[config.mk]
export PLATFORM = sky130hd
export DESIGN_NAME = ingame_round_ctrl
export DESIGN_NICKNAME = d
export VERILOG_FILES = /design/src/rtl/ingame_round_ctrl.sv
export SDC_FILE = /design/constraint.sdc
export NUM_CORES = 1
export LEC_CHECK = 0
export BUFFER_PORTS_ARGS = -buffer_cell sky130_fd_sc_hd__buf_2
export CAP_MARGIN = 20
export CORE_MARGIN = 2
export CORE_UTILIZATION = 25
export CTS_CLUSTER_SIZE = 28
export DETAILED_ROUTE_END_ITERATION = 7
export PLACE_DENSITY = 0.51
export SETUP_SLACK_MARGIN = 0.15
export SKIP_CTS_REPAIR_TIMING = 1
export SLEW_MARGIN = 5
export SYNTH_ARGS = -nofsm -noshare
export SYNTH_HDL_FRONTEND = slang
export SYNTH_SLANG_ARGS = --single-unit
[constraint.sdc]
create_clock -name CLOCK_50 -period 6.44 [get_ports CLOCK_50]
set_input_delay 0 -clock CLOCK_50 [delete_from_list [all_inputs] [get_ports CLOCK_50]]
set_output_delay 0 -clock CLOCK_50 [all_outputs]
set_load 0.01 [all_outputs]
[src/rtl/ingame_round_ctrl.sv]
// ---------------------------------------------------------------------------
// ingame_round_ctrl
//   In-game round engine driven by the game-mode FSM's ingameOn level. Runs
//   one tile-matching round with a countdown timer, a pairs-remaining counter
//   and a saturating score. It reports the end of the round on gameOver and
//   reports a win on gameWon.
//
//   Optional feature: define MISS_PENALTY_EN to make missPulse remove
//   MISS_PENALTY seconds from the timer. When the macro is undefined,
//   missPulse is ignored and no penalty logic is built.
//
// Ports
//   CLOCK_50   in   system clock, all logic on posedge
//   resetn     in   asynchronous active-low reset
//   ingameOn   in   high = round may run (low quits / leaves OVER)
//   matchPulse in   one-cycle pulse, a pair was matched
//   missPulse  in   one-cycle pulse, a mismatch was revealed
//   gameOver   out  registered, high while in OVER
//   gameWon    out  registered, high in OVER when all pairs were matched
//   timeLeft   out  seconds remaining [6:0]
//   pairsLeft  out  unmatched pairs remaining [3:0]
//   score      out  round score, saturating at 255 [7:0]
//   secTick    out  one-cycle pulse per game second while PLAYING
// ---------------------------------------------------------------------------
module ingame_round_ctrl #(
    parameter int CLK_HZ        = 50_000_000,
    parameter int ROUND_SECONDS = 60,
    parameter int NUM_PAIRS     = 8,
    parameter int MATCH_POINTS  = 10,
    parameter int MISS_PENALTY  = 2
) (
    input  logic       CLOCK_50,
    input  logic       resetn,
    input  logic       ingameOn,
    input  logic       matchPulse,
    input  logic       missPulse,
    output logic       gameOver,
    output logic       gameWon,
    output logic [6:0] timeLeft,
    output logic [3:0] pairsLeft,
    output logic [7:0] score,
    output logic       secTick
);

    localparam int PRESC_W = (CLK_HZ > 1) ? $clog2(CLK_HZ) : 1;
    localparam logic [PRESC_W-1:0] PRESC_LAST = PRESC_W'(CLK_HZ - 1);

    typedef enum logic [1:0] {
        IDLE    = 2'd0,
        PLAYING = 2'd1,
        OVER    = 2'd2
    } roundState_e;

    roundState_e        state, nextState;
    logic [PRESC_W-1:0] prescaler, nextPresc;
    logic [6:0]         nextTime;
    logic [3:0]         nextPairs;
    logic [7:0]         nextScore;
    logic               nextWon;
    logic               nextTick;
    logic               tick;
    logic [7:0]         timeDec;
    logic [8:0]         scoreSum;

`ifndef MISS_PENALTY_EN
    // missPulse has no function in this build.
    logic unusedMiss;
    assign unusedMiss = missPulse;
`endif

    // NOTE: every signal driven here gets a default before the case
    // statement. Without these defaults, a path that does not assign a signal
    // would infer a latch.
    always_comb begin
        nextState = state;
        nextPresc = prescaler;
        nextTime  = timeLeft;
        nextPairs = pairsLeft;
        nextScore = score;
        nextWon   = gameWon;
        nextTick  = 1'b0;
        tick      = 1'b0;
        timeDec   = 8'd0;
        scoreSum  = 9'd0;

        case (state)
            IDLE: begin
                if (ingameOn) begin
                    nextState = PLAYING;
                    nextTime  = 7'(ROUND_SECONDS);
                    nextPairs = 4'(NUM_PAIRS);
                    nextScore = 8'd0;
                    nextWon   = 1'b0;
                    nextPresc = '0;
                end
            end

            PLAYING: begin
                if (!ingameOn) begin
                    // The user quit: return to IDLE and freeze all counters.
                    nextState = IDLE;
                end else begin
                    tick      = (prescaler == PRESC_LAST);
                    nextPresc = tick ? '0 : prescaler + 1'b1;
                    nextTick  = tick;

                    // The tick and the penalty combine into one saturating
                    // subtraction, so both apply on the same edge.
                    timeDec = {7'd0, tick};
`ifdef MISS_PENALTY_EN
                    if (missPulse) begin
                        timeDec = timeDec + 8'(MISS_PENALTY);
                    end
`endif
                    nextTime = ({1'b0, timeLeft} > timeDec) ? timeLeft - timeDec[6:0] : 7'd0;

                    if (matchPulse && (pairsLeft != 4'd0)) begin
                        nextPairs = pairsLeft - 4'd1;
                        scoreSum  = {1'b0, score} + 9'(MATCH_POINTS);
                        nextScore = scoreSum[8] ? 8'hFF : scoreSum[7:0];
                    end

                    // The win test comes first, so a final match on the
                    // expiry edge counts as a win.
                    if (nextPairs == 4'd0) begin
                        nextState = OVER;
                        nextWon   = 1'b1;
                    end else if (nextTime == 7'd0) begin
                        nextState = OVER;
                        nextWon   = 1'b0;
                    end
                end
            end

            OVER: begin
                if (!ingameOn) begin
                    nextState = IDLE;
                end
            end

            default: nextState = IDLE;
        endcase
    end

    // NOTE: sequential state uses non-blocking assignments. All registers
    // then update together from their pre-edge values.
    always_ff @(posedge CLOCK_50 or negedge resetn) begin
        if (!resetn) begin
            state     <= IDLE;
            prescaler <= '0;
            timeLeft  <= 7'd0;
            pairsLeft <= 4'd0;
            score     <= 8'd0;
            gameWon   <= 1'b0;
            gameOver  <= 1'b0;
            secTick   <= 1'b0;
        end else begin
            state     <= nextState;
            prescaler <= nextPresc;
            timeLeft  <= nextTime;
            pairsLeft <= nextPairs;
            score     <= nextScore;
            gameWon   <= nextWon;
            // Registered from the next state, so gameOver rises on the same
            // edge that registers the terminal counter value.
            gameOver  <= (nextState == OVER);
            secTick   <= nextTick;
        end
    end

endmodule
### Yosys cells after proc, flatten, opt, wreduce, memory -nomap -nowiden

Cells that the tools add are included.

| storage, ports and cells | value |
|---|---|
| output and inout port bits | 22 |
| logic and storage cells | 62 |
| bits in registers | 50 |
| input port bits | 5 |

| cells by class | value |
|---|---|
| magnitude comparators | 1 |
| add/subtract/negate cells | 4 |
| muxes and demuxes | 32 |
| equal/unequal tests | 8 |
| reductions and logical operators | 9 |

Operators with widths:

| cell | number |
|---|---|
| 26-bit two-way mux | 3 |
| 26-bit case mux with 2 select lines | 1 |
| 8-bit two-way mux | 4 |
| 26-bit by 1-bit adder with 26-bit output, second input constant | 1 |
| 26-bit equality test, second input constant | 1 |
| 7-bit two-way mux | 3 |
| 4-bit two-way mux | 5 |
| 8-bit case mux with 2 select lines | 1 |
| 7-bit case mux with 2 select lines | 1 |
| 2-bit two-way mux | 5 |
| 8-bit by 4-bit adder with 9-bit output, second input constant | 1 |
| 4-bit case mux with 2 select lines | 1 |
| 4-bit AND reduction | 2 |
| 7-bit by 1-bit > comparator with 1-bit output | 1 |
| 7-bit zero test | 1 |
| 7-bit by 1-bit subtractor with 7-bit output | 1 |
| 1-bit two-way mux | 6 |
| 2-bit != test, second input constant | 3 |
| 2-bit case mux with 3 select lines | 1 |
| 2-bit equality test, second input constant | 2 |
| 4-bit zero test | 1 |
| 4-bit nonzero test | 1 |
| 4-bit by 1-bit subtractor with 4-bit output, second input constant | 1 |
| 3-bit != test, second input constant | 1 |
| other kinds (6) | 6 |

### Depth between registers and ports, before layout

| depth | value |
|---|---|
| depth in word-level cells | 10 |
| depth in mapped cells | 11 |
| gate-level depth less buffers | 10 |

### Worst setup path before layout

Ideal clock, no wire load.

| timing | value |
|---|---|
| kind | register to register |
| start | register prescaler[10] |
| end | register timeLeft[6] |
| data required time | 6.310 ns |
| period minus slack after synthesis | 3.098 ns |
| library setup time | 0.130 ns |
| slack | 3.342 ns |
| stages on the path, launching flop included | 12 |
| path buffers | 2 |
| arrival time | 2.968 ns |
| path through | dfrtp_1 buf_6 or4b_4 nor4_4 and3_1 buf_4 ha_1 or4b_2 nor3_1 o21ai_0 nand2_1 o21ai_0 |

| between the ends | value |
|---|---|
| longest elaborated chain between the ends | 5 |
| elaborated cells on any way between the ends | 6 |
| classes of those cells | add/sub: 1; order compare: 1; eq/ne: 1; mux: 3 |

Ends and longest elaborated chain:

| element | RTL line | RTL |
|---|---|---|
| start: declaration | 55 | `logic [PRESC_W-1:0] prescaler, nextPresc;` |
| start signal: assignment | 159 | `prescaler <= nextPresc;` |
| 26-bit equality test * | 103 | `tick = (prescaler == PRESC_LAST);` |
| 7-bit by 1-bit subtractor with 7-bit output / 7-bit by 1-bit > comparator with 1-bit output (equally long branches) | 115 | `nextTime = ({1'b0, timeLeft} > timeDec) ? timeLeft - timeDec[6:0] : 7'd0;` |
| 7-bit two-way mux * | 115 |  |
| 7-bit two-way mux * | 99 | `if (!ingameOn) begin` |
| 7-bit case mux with 2 select lines * | 86 | `case (state)` |
| end signal: assignment | 160 | `timeLeft <= nextTime;` |
| end: declaration | 39 | `output logic [6:0] timeLeft,` |

Every way passes the cells marked *; elsewhere a longest branch is shown, timed or not. The select of a mux whose other input is x is not followed.
A chain may end at the register's enable or synchronous reset.

### Worst setup path in the final report

| timing | value |
|---|---|
| start | register prescaler[0] |
| end | register timeLeft[6] |

The elaborated chain is that of the path after synthesis.

==> results.json <==
{
  "status": "complete, no violations",
  "synth-seq-area-share": 0.430,
  "worstMarginPinSlew_ns": 0.954,
  "end_kind": "register",
  "drtIter0Drc": 112,
  "p_leak_nw": 1.34,
  "critPathMaxFanout": 12,
  "htreeDepth": 2,
  "critPathTopFamily": "simple AND/OR/NAND/NOR gates",
  "slowest_delay_ns": 0.66,
  "grt_max_degree": 51,
  "place_area_sq_um": 3150,
  "cp_slowest_cell": "or4b_2",
  "min_to": "pairsLeft[2]",
  "async_reset_ff_frac": 1.00,
  "setup_violations": 0,
  "die_x_um": 112,
  "cp.buffers_inverters": 0,
  "synth_area_leaders": "dfrtp_1 43%, nand2_1 5.0%, o21ai_0 4.3%",
  "antenna_cells": 0,
  "clk_pin_slew_worst_paths_ns": 0.07,
  "dpl.hpwl_um": 4750,
  "path_cells": "ha_1 -> nand4_1 -> nor3_1 -> and3_1 -> ha_1 -> or4b_2 -> nor3_1 -> o21ai_0 -> nand2_1 -> o21ai_0",
  "design_area_sq_um": 3340,
  "antenna_found_initial": 0,
  "cp-start-kind": "register",
  "synth-main-ff-cell": "dfrtp_1",
  "place_ws_ns": 2.84,
  "drive_gt1_frac": 0.137,
  "post-route-util": 0.293,
  "via_per_inst": 5.30,
  "yosysTopAreaCellShare": 0.430,
  "hold_viol": 0,
  "power_density_nw_per_um2": 298,
  "drtPass1Iterations": 4,
  "skew_ns": 0.00388,
  "yosysUniqueCellTypes": 52,
  "ir_drop_v": 0.000108,
  "numPortBuffers": 25,
  "p_total_mw": 0.995,
  "setup_slack_ns": 2.81,
  "ant_nets": 0,
  "grt_pass1_vias": 2431,
  "yosysWarnings": 0,
  "fmax_mhz": 275,
  "cts_buffers": 5,
  "synth-seq-cells": 50,
  "track_usage": 0.117,
  "r2r-end": "timeLeft[6]",
  "insertion_delay_ns": 0.29,
  "die-area_sq_um": 12500,
  "slew_headroom": 0.359,
  "num_rows": 39,
  "crit_type": "register to register",
  "nets": 359,
  "reg2regPathDepth": 10,
  "whs_path_depth": 3,
  "clock_path_buffers": 2,
  "start_util": 0.256,
  "placed_cells": 483,
  "r2r_start": "prescaler[0]",
  "max_cap_violations": 0,
  "syn2layout_area_growth_pct": 14.8,
  "drc": 0,
  "holdWs_ns": 0.0200,
  "postSynthAreaPerCell_sq_um": 8.86,
  "wl_per_cell_um": 14.5,
  "ff2ff_setup_slack_ns": 2.81,
  "required_ns": 6.62,
  "synth_edf_count": 0,
  "place_congestion": 0.788,
  "period_needed_ns": 3.63,
  "clockRootBuffer": "clkbuf_16",
  "die_h_um": 112,
  "clock_sinks": 50,
  "coreArea_sq_um": 11400,
  "worst_ep_arrival_time_ns": 3.81,
  "synth_area_leader_cell": "dfrtp_1",
  "grt.overflow.total": 0,
  "rsz0062_at_grt": "false",
  "num_io_pins": 27,
  "slew_violations": 0,
  "synth_nets": 338,
  "min-delay-start": "matchPulse",
  "fin_cells": 493,
  "cts_tree": "done",
  "grt_pass1_wl_um": 12100,
  "synth_area_sq_um": 2910,
  "wirelength_um": 7160,
  "vias": 2612,
  "worstHoldPathType": "input pin to register",
  "min_period_over_period": 0.564,
  "tns_ns": 0,
  "syn_inst": 328
}
==> cells in the mapped netlist (2+ instances only) <==
library cell and number:
clkbuf_1 11, nand4_1 13, buf_6 3, xnor2_1 2, o22ai_1 6, mux2i_1 3
and3_1 4, ha_1 5, nand2b_1 6, and2_1 2, nand2_1 39, a2bb2oi_1 2
nor4_2 2, o31ai_1 3, inv_1 16, nor3_1 11, o31a_1 2, or4_1 2
nor4_1 4, a22o_1 3, or2_2 2, nand3_1 17, o21ai_0 25, nor2_1 11
a21o_1 3, a31oi_1 16, dfrtp_1 50, o41ai_1 2, o211ai_1 3, o21a_1 2
nor2b_1 3, a21oi_1 24, a41oi_1 4, a32o_1 4, or3_1 6
==> state kept, by name, summed over array words and instances (netlist names) <==
name and cells:
gameWon 1, score 8, timeLeft 7, secTick 1
pairsLeft 4, prescaler 26, gameOver 1, state 2
==> cells by family (layout without fill, tap and decap cells) <==
logic type,Yosys count,count (layout),share of synthesized area
multiplexers,4,4,0.0142
buffers and inverters,32,54,0.0504
AO/OA/AOI/OAI,105,105,0.235
XOR/XNOR,3,3,0.00904
AND/OR/NAND/NOR,129,129,0.239
flip-flops,50,50,0.430
adder cells (fa/ha/maj),5,5,0.0215
==> how the worst max path moves through the flow <==
| stage | startpoint | to | slack (ns) | cells after the start |
|---|---|---|---|---|
| floorplan | prescaler[10] | timeLeft[6] | 3.34 | 11 |
| global placement | prescaler[0] | timeLeft[6] | 2.90 | 10 |
| detailed placement | prescaler[0] | timeLeft[6] | 2.84 | 10 |
| CTS | prescaler[0] | timeLeft[6] | 2.82 | 10 |
| global route | prescaler[0] | timeLeft[6] | 2.53 | 9 |
| finish | prescaler[0] | timeLeft[6] | 2.81 | 10 |
==> worst min-delay path, stage by stage <==
cell     delay [ns]
buf_2          0.13
nand3_1        0.08
o31ai_1        0.06
==> report_power, final <==
| group | switching [mW] | internal [mW] |
|---|---|---|
| clock network | 0.116 | 0.176 |
| logic | 0.176 | 0.110 |
| registers | 0.0604 | 0.357 |
| total | 0.352 | 0.643 |
==> final cells by class <==
class / instances / area, sq um
clock buffers: 8 / 166
well taps: 143 / 179
fillers: 1197 / 8030
repair buffers: 30 / 168
multi-input cells: 246 / 1510
inverters: 16 / 60.1
flip-flops and latches: 50 / 1250
==> cell usage in the layout, fill, tap and decap left out, types with 2 or more instances in the layout <==
cell type	count
and2_1	2
o21a_1	2
or3_1	6
nor2_1	11
dfrtp_1	50
a31oi_1	16
inv_1	16
o41ai_1	2
nand2b_1	6
nor3_1	11
buf_2	25
nand4_1	13
clkbuf_16	5
dlygate4sd3_1	2
nor4_1	4
o31ai_1	3
xnor2_1	2
clkbuf_8	3
o22ai_1	6
nor4_2	2
or4_1	2
a32o_1	4
a22o_1	3
ha_1	5
o21ai_0	25
mux2i_1	3
a2bb2oi_1	2
nand2_1	39
and3_1	4
o31a_1	2
nand3_1	17
a21o_1	3
a21oi_1	24
or2_2	2
a41oi_1	4
o211ai_1	3
buf_4	3
nor2b_1	2
==> metal layers <==
metal / wire, um / vias up / GRT usage
met4: 112 / 0 / 0.0395
met5: 0 / - / 0
met1: 3590 / 1275 / 0.166
met2: 3220 / 48 / 0.179
li1: - / 1279 / -
met3: 231 / 10 / 0.0207
Note: power is estimated with default switching activity, not from simulation.
